===== config.mk =====
export PLATFORM = sky130hd
export DESIGN_NAME = uart_tx_stream
export DESIGN_NICKNAME = d
export VERILOG_FILES = /design/src/rtl/uart_pkg.sv /design/src/rtl/uart_tx_fifo.sv /design/src/rtl/uart_tx_stream.sv
export SDC_FILE = /design/constraint.sdc
export NUM_CORES = 1
export LEC_CHECK = 0
export ABC_AREA = 0
export CORE_MARGIN = 3
export CORE_UTILIZATION = 42
export DETAILED_ROUTE_END_ITERATION = 7
export GPL_ROUTABILITY_DRIVEN = 0
export RECOVER_POWER = 100
export SLEW_MARGIN = 20
export SYNTH_ARGS = -nofsm -noshare
export SYNTH_HDL_FRONTEND = slang
export SYNTH_HIERARCHICAL = 1
export SYNTH_SLANG_ARGS = --single-unit

===== constraint.sdc =====
create_clock -name clk -period 4.6 [get_ports clk]
set_input_delay 0.92 -clock clk [delete_from_list [all_inputs] [get_ports clk]]
set_output_delay 0.92 -clock clk [all_outputs]
set_load 0.01 [all_outputs]

===== src/rtl/uart_pkg.sv =====
// uart_pkg: shared UART FSM encoding and line constants for transmitter and loader
package uart_pkg;
  typedef enum logic [2:0] {
    IDLE   = 3'd0,
    START  = 3'd1,
    DATA   = 3'd2,
    PARITY = 3'd3,
    STOP   = 3'd4
  } uart_state_e;
  localparam int UART_DATA_BITS = 8;
  localparam logic UART_IDLE_LEVEL = 1'b1;
endpackage


===== src/rtl/uart_tx_fifo.sv =====
// uart_tx_fifo: synchronous byte FIFO with push/pop/full/empty/count, active-low sync reset
module uart_tx_fifo #(
  parameter int FIFO_DEPTH = 4,
  localparam int AW = $clog2(FIFO_DEPTH)
) (
  input  logic        clk,
  input  logic        rst,
  input  logic        push_i,
  input  logic [7:0]  data_i,
  input  logic        pop_i,
  output logic [7:0]  data_o,
  output logic        full_o,
  output logic        empty_o,
  output logic [AW:0] count_o
);
  logic [7:0] mem_q [FIFO_DEPTH];
  logic [AW-1:0] wr_q, rd_q;
  logic [AW:0] count_q;
  logic push_ok, pop_ok;
  assign full_o = count_q == (AW+1)'(FIFO_DEPTH);
  assign empty_o = count_q == '0;
  assign count_o = count_q;
  assign data_o = mem_q[rd_q];
  assign push_ok = push_i && !full_o;
  assign pop_ok = pop_i && !empty_o;
  // pointer and occupancy update; pointers wrap naturally at the power-of-two depth
  always_ff @(posedge clk) begin
    if (!rst) begin
      wr_q <= '0;
      rd_q <= '0;
      count_q <= '0;
    end else begin
      if (push_ok) wr_q <= wr_q + 1'b1;
      if (pop_ok) rd_q <= rd_q + 1'b1;
      count_q <= count_q + (AW+1)'(push_ok) - (AW+1)'(pop_ok);
    end
  end
  // storage is not reset; stale entries are unreachable once the pointers clear
  always_ff @(posedge clk) begin
    if (rst && push_ok) mem_q[wr_q] <= data_i;
  end
endmodule


===== src/rtl/uart_tx_stream.sv =====
// uart_tx_stream: FIFO-buffered 8N1 UART transmitter; define UART_TX_PARITY_EN for an even parity bit
module uart_tx_stream
  import uart_pkg::*;
#(
  parameter int CLKS_PER_BIT = 868,
  parameter int FIFO_DEPTH = 4
) (
  input  logic                         clk,
  input  logic                         rst,
  input  logic [7:0]                   tx_data,
  input  logic                         tx_valid,
  output logic                         tx_ready,
  output logic                         tx,
  output logic                         busy,
  output logic [$clog2(FIFO_DEPTH):0]  fifo_count
);
  localparam int CW = $clog2(CLKS_PER_BIT);
  localparam logic [CW-1:0] CNT_MAX = CW'(CLKS_PER_BIT - 1);
  uart_state_e state_q, state_d;
  logic [CW-1:0] cnt_q, cnt_d;
  logic [2:0] idx_q, idx_d;
  logic [7:0] shift_q, shift_d, head;
  logic tx_q, tx_d, pop, full, empty, bit_end;
`ifdef UART_TX_PARITY_EN
  logic par_q, par_d;
`endif
  uart_tx_fifo #(.FIFO_DEPTH(FIFO_DEPTH)) u_fifo (
    .clk(clk),
    .rst(rst),
    .push_i(tx_valid),
    .data_i(tx_data),
    .pop_i(pop),
    .data_o(head),
    .full_o(full),
    .empty_o(empty),
    .count_o(fifo_count)
  );
  assign tx_ready = !full;
  assign tx = tx_q;
  assign busy = (state_q != IDLE) || !empty;
  assign bit_end = cnt_q == CNT_MAX;
  // next state, baud count and line level; tx is precomputed for the state being entered
  always_comb begin
    state_d = state_q;
    cnt_d = bit_end ? '0 : cnt_q + 1'b1;
    idx_d = idx_q;
    shift_d = shift_q;
    pop = 1'b0;
    case (state_q)
      IDLE: begin
        cnt_d = '0;
        if (!empty) begin
          pop = 1'b1;
          shift_d = head;
          state_d = START;
        end
      end
      START: if (bit_end) begin
        state_d = DATA;
        idx_d = '0;
      end
      DATA: if (bit_end) begin
        shift_d = shift_q >> 1;
        idx_d = idx_q + 1'b1;
`ifdef UART_TX_PARITY_EN
        if (idx_q == 3'(UART_DATA_BITS - 1)) state_d = PARITY;
`else
        if (idx_q == 3'(UART_DATA_BITS - 1)) state_d = STOP;
`endif
      end
`ifdef UART_TX_PARITY_EN
      PARITY: if (bit_end) state_d = STOP;
`endif
      STOP: if (bit_end) begin
        if (!empty) begin
          pop = 1'b1;
          shift_d = head;
          state_d = START;
        end else state_d = IDLE;
      end
      default: state_d = IDLE;
    endcase
`ifdef UART_TX_PARITY_EN
    par_d = pop ? ^head : par_q;
    tx_d = state_d == START ? 1'b0 : state_d == DATA ? shift_d[0] : state_d == PARITY ? par_d : UART_IDLE_LEVEL;
`else
    tx_d = state_d == START ? 1'b0 : state_d == DATA ? shift_d[0] : UART_IDLE_LEVEL;
`endif
  end
  // FSM, counters and the registered line driver
  always_ff @(posedge clk) begin
    if (!rst) begin
      state_q <= IDLE;
      cnt_q <= '0;
      idx_q <= '0;
      shift_q <= '0;
      tx_q <= UART_IDLE_LEVEL;
    end else begin
      state_q <= state_d;
      cnt_q <= cnt_d;
      idx_q <= idx_d;
      shift_q <= shift_d;
      tx_q <= tx_d;
    end
  end
`ifdef UART_TX_PARITY_EN
  // parity of the byte in flight, captured when it leaves the FIFO
  always_ff @(posedge clk) begin
    if (!rst) par_q <= 1'b0;
    else par_q <= par_d;
  end
`endif
endmodule

; ---- Word-level counts from Yosys, hierarchy flattened
; Memories as Yosys holds them, arrays and structs flattened. A register that Yosys moved wholly into a read port is not among the register bits.
; Cells that the tools add are included.
[op_classes]
add_sub_neg = 6
eq_ne = 11
mux = 23
n_bitwise = 1
reduce_logical = 14
[ops]
columns = operator, count
row1 = $mux W8, 3
row2 = $pmux W8 S3, 1
row3 = $mux W3, 7
row4 = $pmux W3 S4, 1
row5 = $add A10 B1 Y10 const B, 1
row6 = $eq A10 B10 Y1 const B, 1
row7 = $eq A3 B3 Y1 const B, 3
row8 = $mux W1, 7
row9 = $eq A3 B1 Y1 const B, 2
row10 = $eq A3 B2 Y1 const B, 2
row11 = $logic_not A3 Y1, 2
row12 = $ne A2 B2 Y1 const B, 3
row13 = $pmux W3 S2, 1
row14 = $reduce_and A3 Y1, 2
row15 = $reduce_bool A3 Y1, 2
row16 = $add A2 B1 Y2 const B, 2
row17 = $mux W2, 2
row18 = $add A3 B1 Y3, 1
row19 = $add A3 B1 Y3 const B, 1
row20 = $logic_and A1 B1 Y1, 3
row21 = $reduce_or A3 Y1, 1
row22 = $sub A3 B1 Y3, 1
row23 = $logic_not A1 Y1, 2
row24 = $pmux W1 S2, 1
row25 = 3 further kinds, 3
[totals]
reg_bits = 32
mem_bits_rw = 32
inputBits = 11
elab_cells = 65
memories = 1
[memory_table]
columns = memory, words, width, rd, rd_clocked_by_memory_dff, write_ports, line
row1 = u_fifo.mem_q, 4, 8, 1, 1, 1, uart_tx_fifo.sv:16  ; logic [7:0] mem_q [FIFO_DEPTH];

; ---- Depth between registers and ports, before layout
; Gate-level depths: netlist (run 1).
[depth]
depth_word = 7
depth_mapped = 13

; ---- Hierarchy
; The synthesis (run 1) kept the hierarchy.
[by_module_without_submodules]
columns = mod, n_inst, cells_per_inst, area_each_um2, seq_area_each_um2
row1 = uart_tx_fifo, 1, 93, 1641.6, 1141.1
row2 = uart_tx_stream, 1, 150, 1338.8, 500.5

; ---- Worst setup path before layout (run 1)
; Ideal clock, no wire load.
[synth_path]
path_kind = flip-flop to flip-flop
from = reg cnt_q[0]
to = reg u_fifo.count_q[2] (netlist: u_fifo/count_o[2])
setup_time_ps = 115
t_arrival_ps = 2756
t_required_ps = 4485
setup_slack_ps = 1729
stages_incl_launch_ff = 14
n_path_buf = 1
cell_sequence = dfxtp_1 ha_1 nor3b_2 buf_2 a31oi_2 nor4_1 nor2b_1 ha_1 inv_1 ha_1 fa_1 xnor2_1 xnor2_1 and2_1
[synth_between]
elab_chain_cells = 5
[synth_lines]
columns = item, line
row1 = from (decl), uart_tx_stream.sv:20  ; logic [CW-1:0] cnt_q, cnt_d;
row2 = from (signal assigned), uart_tx_stream.sv:100  ; cnt_q <= cnt_d;
row3 = $eq A10 B10 Y1, uart_tx_stream.sv:41  ; assign bit_end = cnt_q == CNT_MAX;
row4 = $mux W1, uart_tx_stream.sv:74  ; STOP: if (bit_end) begin
row5 = $pmux W1 S2, uart_tx_stream.sv:49  ; case (state_q)
row6 = net pop, uart_tx_stream.sv:23  ; logic tx_q, tx_d, pop, full, empty, bit_end;
row7 = $logic_and A1 B1 Y1, uart_tx_fifo.sv:25  ; assign pop_ok = pop_i && !empty_o;
row8 = net u_fifo.pop_ok, uart_tx_fifo.sv:19  ; logic push_ok, pop_ok;
row9 = $sub A3 B1 Y3, uart_tx_fifo.sv:35  ; count_q <= count_q + (AW+1)'(push_ok) - (AW+1)'(pop_ok);
row10 = to (signal assigned), uart_tx_fifo.sv:35
row11 = to (decl), uart_tx_fifo.sv:18  ; logic [AW:0] count_q;
; The timed path passes the listed nets, and every way through them passes these cells.
; A chain may end at the register's enable or synchronous reset.

; ---- Worst setup path after layout (run 1)
; Same ends and word-level chain as after synthesis.

==> results of run 1 <==
-- power breakdown --
part / internal [W] / total [W] / switching (W)
sequential: 0.000699 / 0.000779 / 0.0000804
clock: 0.000362 / 0.000583 / 0.000222
combinational: 0.000219 / 0.000411 / 0.000192
total: 0.00128 / 0.00177 / 0.000494
-- final cells by class --
cell class	count	area share, %
Clock buffer	10	3.72
Clock inverter	6	3.35
Inverter	11	1.20
Multi-Input combinational cell	151	35.3
Sequential cell	66	47.8
Tap cell	96	3.50
Timing Repair Buffer	19	5.10
-- worst max-delay path by stage --
stage,slack (ps),from,endpoint
2_1_floorplan,1730,cnt_q[0],u_fifo/count_o[2]
3_3_place_gp,1340,tx_valid,u_fifo/count_o[2]
3_5_place_dp,1310,tx_valid,u_fifo/count_o[2]
4_1_cts,1430,cnt_q[0],u_fifo/count_o[2]
5_1_grt,550,cnt_q[0],u_fifo/count_o[2]
6_report,970,cnt_q[0],u_fifo/count_o[2]
-- cells in the mapped netlist (2+ instances only) --
| cell | number |
|---|---|
| o211a_1 | 6 |
| xnor2_1 | 9 |
| and3_1 | 5 |
| nor2_1 | 16 |
| nor3b_1 | 2 |
| nand2_1 | 14 |
| mux4_2 | 8 |
| mux2i_1 | 8 |
| a41o_1 | 6 |
| inv_1 | 10 |
| and2_1 | 4 |
| xor2_1 | 2 |
| edfxtp_1 | 32 |
| o31ai_1 | 4 |
| o21ai_0 | 10 |
| dfxtp_1 | 34 |
| nor3b_2 | 2 |
| buf_2 | 3 |
| a21oi_1 | 4 |
| o311ai_0 | 6 |
| or3_1 | 2 |
| nor2b_1 | 2 |
| nor3_1 | 2 |
| nor4_1 | 2 |
| clkbuf_1 | 11 |
| nand3_1 | 7 |
| ha_1 | 9 |
-- flip-flops by register name (all words and copies together) (netlist names), named ones only --
signal and flops:
cnt_q 10, idx_q 3, shift_q 8, state_q 3
tx 1, u_fifo/count_o 3, u_fifo/mem_q 32, u_fifo/rd_q 2
u_fifo/wr_q 2
-- metrics by stage --
step	hold slack, ps	power (W)	instance area (um2)	utilization, %
3_5_place_dp	459	0.00122	3220	47.1
6_report	469	0.00177	3430	50.3
2_1_floorplan	430	0.00109	2980	-
3_3_place_gp	449	0.00121	3220	47.1
4_1_cts	475	0.00181	3460	50.6
5_1_grt	488	0.00189	3430	50.3
-- kinds of logic after synthesis --
logic type,count (synthesis)
and+or+nand+nor,67
DFF,66
AOI/OAI and AO/OA,46
buffers and inverters,26
muxes,17
xor gates and xnor gates,11
adders and majority gates,10
-- metal layers --
metal	vias up	wire [um]	track usage (%)
li1	945	-	-
met1	920	2520	17.7
met2	33	2420	21.0
met3	9	248	5.02
met4	0	111	8.16
met5	-	0	0
-- worst max-delay path, cell delays in order (launching register included) --
cell and delay [ps]:
dfxtp_1 370, ha_1 240, nor3b_1 220, clkbuf_1 430, a31oi_1 390, nor4_1 450
nor2b_1 280, ha_1 150, inv_1 40, ha_1 170, fa_1 370, xnor2_1 150
xnor2_1 120, and2_0 140
==> reports/metrics.csv, run 1 <==
metric;value;unit
Power per Cell Area;516;nW/um2
Worst slew margin;39.5;%
clock skew;8.69;ps
die width;90.2;um
Reg clk slew, reported paths;70;ps
most frequent cells in the layout;dfxtp_1 (34), edfxtp_1 (32), nor2_1 (16);
initial DRC count;161;
Post-CTS Repair Setup Buffers;0;
r2r endpoint;u_fifo/count_o[2];
CTS tree;yes;
post-cts hold buffer count;0;
Post-synth EDFFs;32;
fill count;640;
post-CTS sizing;0;
die footprint;8140;um2
Worst Hold Endpoint;cnt_q[0];
top_reg_cell synth;dfxtp_1;
final WL;5.30;mm
first-pass GRT wire length;9.03;mm
final worst slack;972;ps
Cells after Synth;243;
crit share post-route;78.9;%
min Tclk post-route;3630;ps
share of cells above drive strength 1;10.3;%
total track usage;14.1;%
Synth top area share;32.2;%
WP data arrival;3870;ps
YS warnings;6;
cell total after placement;343;
Peak VDD IR;0.318;mV
Wirelength per Cell;14.8;um
WS Path Type;register to register;
dominant cells by area after synthesis;edfxtp_1 (32%), dfxtp_1 (23%), mux4_2 (6.0%);
syn_nets;264;
Top Ports;17;
post-synthesis adder-cell area fraction;4.45;%
RSZ-0062 raised after global routing;no;
worst slew pin tran;908;ps
CP startpoint kind;register;
final hold vios;0;
TritonRoute pass-1 iters;4;
Non-Filler Instances;359;
max cap viols;0;
R2R depth;13;
FF+latch count, synth;66;
TritonCTS Sinks;66;
commonest non-fill, non-tap cell in the layout;dfxtp_1;
largest net degree at the start of global routing;23;
Core Rows;30;
XOR/XNOR Fraction of Synth Area;3.23;%
clk_lat worst skew;350;ps
H-tree levels;3;
Port Buffer Count;16;
reg2reg start;cnt_q[0];
Nets;279;
WHS Path Cells;1;
Residual DRC;0;
hold path start;cnt_q[0];
Synth area leader;edfxtp_1;
Post-Syn Area per Cell;12.3;um2
f_max;276;MHz
Detail Route Antenna Nets;0;
Vias;1907;
main combinational cell family by area after synthesis;simple AND/OR/NAND/NOR gates;
area of the multi-input gates;1210;um2
Via density;5.31;
Slew Viols, Final;0;
Setup-failing EPs final;0;
CORE AREA;6830;um2
Initial Utilization;43.6;%
sequential element share of the synthesized area;55.1;%
Worst Setup End Kind;register;
synth unique cells;50;
Async SR Flop Fraction;0;%
CTS Buf Count;9;
Max Root-Sink Buffers;2;
Simple-Gate Fraction of Synth Area;12.4;%
Compound-Gate Fraction of Synth Area;12.0;%
multiplexer share of the synthesized area;9.11;%
post-synth design cell area;2980;um2
Antenna diodes;0;
status;finished clean;
Die Span Y;90.2;um
post-detail-place hpwl;3.50;mm
Area growth syn-to-layout;15.2;%
Total Neg Setup Slack;0;ps
Seq. cell area;1640;um2
vias in the first global route;1899;
Leak;1.22;nW
Overflow after GRT;0;
CP max FO;12;
initial antenna violation count;0;
hold crit path type;register to register;
Setup WS pre-CTS;1310;ps
root buffer cell;clkbuf_8;
worst reg2reg setup slack;970;ps
worst endpoint required time;4840;ps
No activity file was read; power rests on OpenSTA's default activity.
==> run 2: changes to the inputs <==
clock period = 3.8 ns   (was 4.6 ns; I/O delays follow)
==> run 2 against run 1 <==
  * Power rose by 11%
  * Clock power fell by 9.4%
  * Sequential power up 21%
  * Fmax increased by 11%
  * Sequential cell count unchanged
  * Sequential share of layout area is 0.81 points higher
  * Highest routed layer unchanged
==> reports/metrics.csv, run 2 (synthesized netlist as in run 1, its figures left out) <==
metric;value;unit
status;finished clean;
die width;90.2;um
Power, Total;0.00197;W
Max Root-Sink Buffers;2;
Top Ports;17;
internal power;0.00135;W
DP Area;3220;um2
Initial Utilization;43.6;%
largest net degree at the start of global routing;23;
Leak;1.19;nW
Via density;5.25;
Power per Cell Area;582;nW/um2
die footprint;8140;um2
Final Core Density;49.4;%
crit share post-route;85.8;%
switching power;0.000613;W
post-cts hold buffer count;0;
final WL;5.16;mm
min Tclk post-route;3260;ps
worst slew pin tran;902;ps
CTS tree;yes;
H-tree levels;3;
max reg flops;32;
Overflow after GRT;0;
Worst slew margin;39.9;%
Vias;1890;
Top reg by flops;u_fifo/mem_q;
TritonRoute pass-1 iters;4;
Die Span Y;90.2;um
post-CTS sizing;0;
Peak VDD IR;0.299;mV
Wirelength per Cell;14.3;um
initial antenna violation count;0;
Core Rows;30;
WP data arrival;3500;ps
Logic pwr share;25.3;%
total track usage;14.2;%
share of cells above drive strength 1;11.0;%
clock skew;8.28;ps
post-detail-place hpwl;3.50;mm
TritonCTS Sinks;66;
Flop pwr share;47.8;%
vias in the first global route;1809;
max cap viols;0;
Worst Setup End Kind;register;
Area growth syn-to-layout;13.3;%
Post-CTS Repair Setup Buffers;0;
Reg clk slew, reported paths;70;ps
Net Sw Frac;31.2;%
clk_lat worst skew;350;ps
final worst slack;539;ps
Nets;280;
RSZ-0062 raised after global routing;no;
hold crit path type;register to register;
CP max FO;12;
biggest regs;u_fifo/mem_q x32, cnt_q x10, shift_q x8;
commonest non-fill, non-tap cell in the layout;dfxtp_1;
WS Path Type;register to register;
Slew Viols, Final;0;
post-route cell area;3380;um2
Antenna diodes;0;
power share of the clock group;26.9;%
Setup-failing EPs final;0;
initial DRC count;78;
worst endpoint required time;4040;ps
Residual DRC;0;
first-pass GRT wire length;8.97;mm
CORE AREA;6830;um2
Setup WS pre-CTS;722;ps
Port Buffer Count;16;
Total Neg Setup Slack;0;ps
most frequent cells in the layout;dfxtp_1 (34), edfxtp_1 (32), nor2_1 (16);
final hold vios;0;
Detail Route Antenna Nets;0;
CP startpoint kind;register;
root buffer cell;clkbuf_8;
f_max;307;MHz
CTS Buf Count;9;
-- run 2: cell count changes in the layout (fill, tap and decap cells not counted) --
| cell | before | now |
|---|---|---|
| clkinvlp_4 | 1 | 3 |
| clkinv_2 | 0 | 1 |
| and2_0 | 2 | 0 |
| bufinv_16 | 3 | 0 |
| inv_6 | 0 | 2 |
| clkinv_4 | 2 | 1 |
| clkbuf_1 | 3 | 2 |
| and2_1 | 2 | 4 |
| buf_4 | 1 | 2 |
-- run 2: cell type report --
class / count / area [um2]
clock buffers: 9 / 124
clock inverters: 7 / 53.8
fillers: 636 / 3450
inverters: 11 / 41.3
multi-input cells: 151 / 1210
flip-flops and latches: 66 / 1640
well taps: 96 / 120
repair buffers: 20 / 183
-- run 2: metal layers --
layer | share of wire, % | vias to the layer above | track usage (%) | wire (um)
met3 | 4.5 | 7 | 6.36 | 232
li1 | - | 952 | - | -
met5 | 0 | - | 0 | 0
met1 | 48 | 900 | 17.9 | 2480
met4 | 1.4 | 0 | 5.36 | 70
met2 | 46 | 31 | 21.5 | 2370
-- run 2: power groups by stage --
stage / clock [W] / combinational [W] / sequential (W)
after floorplan: 0 / 0.000405 / 0.000913
after global placement: 0 / 0.000512 / 0.000959
after detailed placement: 0 / 0.000514 / 0.000961
after CTS: 0.000550 / 0.000517 / 0.000945
after global routing: 0.000580 / 0.000558 / 0.000961
final: 0.000528 / 0.000497 / 0.000941
-- run 2: path summary, 6_finish.rpt --
| check | start | to | slack (ps) | cells after the start |
|---|---|---|---|---|
| worst max-delay path | cnt_q[0] | u_fifo/count_o[2] | 540 | 13 |
| worst min-delay path | cnt_q[0] | cnt_q[0] | 480 | 1 |
| worst max register to register | cnt_q[0] | u_fifo/count_o[2] | 540 | 13 |
| worst min register to register | cnt_q[0] | cnt_q[0] | 480 | 1 |
-- run 2: worst max-delay path, stage by stage, from the launching register on --
cell	delay [ps]
dfxtp_1	390
ha_1	250
nor3b_1	200
buf_4	200
a31oi_1	270
nor4_1	440
nor2b_1	260
ha_1	150
inv_1	40
ha_1	180
fa_1	370
xnor2_1	140
xnor2_1	120
and2_1	140
-- run 2: per-stage QoR --
| step | instances | hold slack, ps |
|---|---|---|
| 3_5_place_dp | 344 | 460 |
| 3_3_place_gp | 344 | 447 |
| 5_1_grt | 360 | 514 |
| 2_1_floorplan | 243 | 430 |
| 4_1_cts | 360 | 472 |
| 6_report | 360 | 479 |
==> run 3: changes to the inputs <==
REMOVE_ABC_BUFFERS = 1   (was not set)
==> run 3 against run 2 <==
  * Clock skew rose by 2.4 ps
  * Power rose by 2.4%
  * Worst hold slack got worse by 15 ps
  * Global-route usage fell by 0.68 points
  * Highest routed layer unchanged
  * Largest power group unchanged
  * Fmax rose by 1.0%
  * Utilization rose by 0.35 points
  * Sequential cell count did not move
  * Setup slack improved by 33 ps
  * Final cell count did not move
  * Sequential power fell by 2.2%
  * Clock-buffer cell count did not move
  * Largest cell class unchanged
  * Critical path type unchanged
==> reports/metrics.csv, run 3 (synthesized netlist as in run 1, its figures left out) <==
metric;value;unit
status;finished clean;
CTS Buf Count;9;
CP max FO;12;
fill count;626;
Nets;280;
Peak VDD IR;0.260;mV
first-pass GRT wire length;8.65;mm
biggest regs;u_fifo/mem_q x32, cnt_q x10, shift_q x8;
Logic pwr share;26.1;%
DP Area;3220;um2
post-route cell area;3400;um2
CTS tree;yes;
crit share post-route;84.9;%
Worst path max stage delay;440;ps
CP max stage cell;nor4_1;
most frequent cells in the layout;dfxtp_1 (34), edfxtp_1 (32), nor2_1 (16);
Slew Viols, Final;0;
Fin Hold WS;465;ps
max reg flops;32;
min Tclk post-route;3230;ps
f_max;310;MHz
initial antenna violation count;0;
Wirelength per Cell;14.3;um
Reg clk slew, reported paths;70;ps
internal power;0.00142;W
vias in the first global route;1868;
CORE AREA;6830;um2
post-detail-place hpwl;3.49;mm
WP data arrival;3460;ps
R2R depth;13;
Residual DRC;0;
final hold vios;0;
WHS Path Cells;1;
Leak;1.20;nW
WS Path Type;register to register;
Port Buffer Count;16;
reg2reg start;cnt_q[0];
root buffer cell;clkbuf_8;
Net Sw Frac;29.5;%
Power, Total;0.00201;W
RSZ-0062 raised after global routing;no;
CP startpoint kind;register;
final WL;5.16;mm
initial DRC count;111;
TritonCTS Sinks;66;
Crit path top cell by count;ha_1;
Die Span Y;90.2;um
H-tree levels;3;
Worst Setup End Kind;register;
clk_lat worst skew;340;ps
hold crit path type;register to register;
Top reg by flops;u_fifo/mem_q;
share of cells above drive strength 1;11.0;%
switching power;0.000594;W
worst reg2reg setup slack;570;ps
Flop pwr share;45.7;%
commonest non-fill, non-tap cell in the layout;dfxtp_1;
post-CTS sizing;0;
Area growth syn-to-layout;14.1;%
max cap viols;0;
total track usage;13.5;%
die width;90.2;um
Power per Cell Area;592;nW/um2
Final Core Density;49.8;%
Max Root-Sink Buffers;2;
Post-CTS Repair Setup Buffers;0;
Setup-failing EPs final;0;
Vias;1896;
Top Ports;17;
WP buf/inv;2;
largest net degree at the start of global routing;23;
Worst slew margin;52.4;%
Core Rows;30;
power share of the clock group;28.3;%
Antenna diodes;0;
TritonRoute pass-1 iters;4;
Total Neg Setup Slack;0;ps
post-cts hold buffer count;0;
CP top delay family;simple AND/OR/NAND/NOR gates;
worst slew pin tran;713;ps
worst-path cell chain;ha_1 > nor3b_1 > buf_4 > a31oi_1 > nor4_1 > nor2b_1 > ha_1 > inv_1 > ha_1 > fa_1 > xnor2_1 > xnor2_1 > and2_1;
hold path start;cnt_q[0];
clock skew;10.7;ps
r2r endpoint;u_fifo/count_o[2];
Detail Route Antenna Nets;0;
Initial Utilization;43.6;%
Worst Hold Endpoint;cnt_q[0];
die footprint;8140;um2
Overflow after GRT;0;
worst endpoint required time;4040;ps
Via density;5.27;
==> run 3: cell count changes in the layout (fill, tap and decap cells not counted), sizes merged <==
| cell | before | now |
|---|---|---|
| clkinvlp | 3 | 2 |
| clkinv | 3 | 5 |
| bufinv | 0 | 1 |
| inv | 12 | 10 |
| clkbuf | 11 | 9 |
| buf | 2 | 4 |
==> run 3: area by class of cell <==
type | instances | area, um2 | share of cell area (%)
clock buffers | 9 | 124 | 3.64
clock inverters | 7 | 70.1 | 2.06
inverters | 11 | 41.3 | 1.21
multi-input cells | 151 | 1210 | 35.7
flip-flops and latches | 66 | 1640 | 48.3
well taps | 96 | 120 | 3.53
repair buffers | 20 | 190 | 5.59
==> run 3: worst max path at each step <==
stage                              to  startpoint  depth (start not counted)
global route        u_fifo/count_o[2]    cnt_q[0]                         13
global placement    u_fifo/count_o[2]    tx_valid                         10
CTS                 u_fifo/count_o[2]    cnt_q[0]                         13
detailed placement  u_fifo/count_o[2]    tx_valid                         10
floorplan           u_fifo/count_o[2]    cnt_q[0]                         12
finish              u_fifo/count_o[2]    cnt_q[0]                         13
==> run 3: power by group through the flow <==
stage | Clock, W | Combinational, W | Sequential [W]
6_report | 0.000569 | 0.000524 | 0.000920
5_1_grt | 0.000624 | 0.000585 | 0.000935
4_1_cts | 0.000592 | 0.000542 | 0.000922
3_5_place_dp | 0 | 0.000540 | 0.000939
3_3_place_gp | 0 | 0.000538 | 0.000936
2_1_floorplan | 0 | 0.000360 | 0.000941
==> run 3: worst register-to-register path, delay by kind of cell (launching register included) <==
kind | cells | cell delay [ps]
AO/OA/AOI/OAI | 1 | 260
XOR/XNOR | 2 | 260
adder cells (fa/ha/maj) | 4 | 960
buffers and inverters | 2 | 240
flip-flops | 1 | 380
AND/OR/NAND/NOR | 4 | 1040
==> run 3: layer usage <==
layer | vias up | routed length [um] | GRT usage, % | share of wire [%]
met4 | 0 | 61 | 4.72 | 1.2
met2 | 28 | 2430 | 21.5 | 47
li1 | 951 | - | - | -
met5 | - | 0 | 0 | 0
met1 | 909 | 2470 | 16.6 | 48
met3 | 8 | 198 | 5.61 | 3.8
==> run 3: stage by stage <==
step / std cells / worst slack [ps]
2_1_floorplan: 228 / 802
3_3_place_gp: 344 / 713
3_5_place_dp: 344 / 675
4_1_cts: 360 / 673
5_1_grt: 360 / 239
6_report: 360 / 572
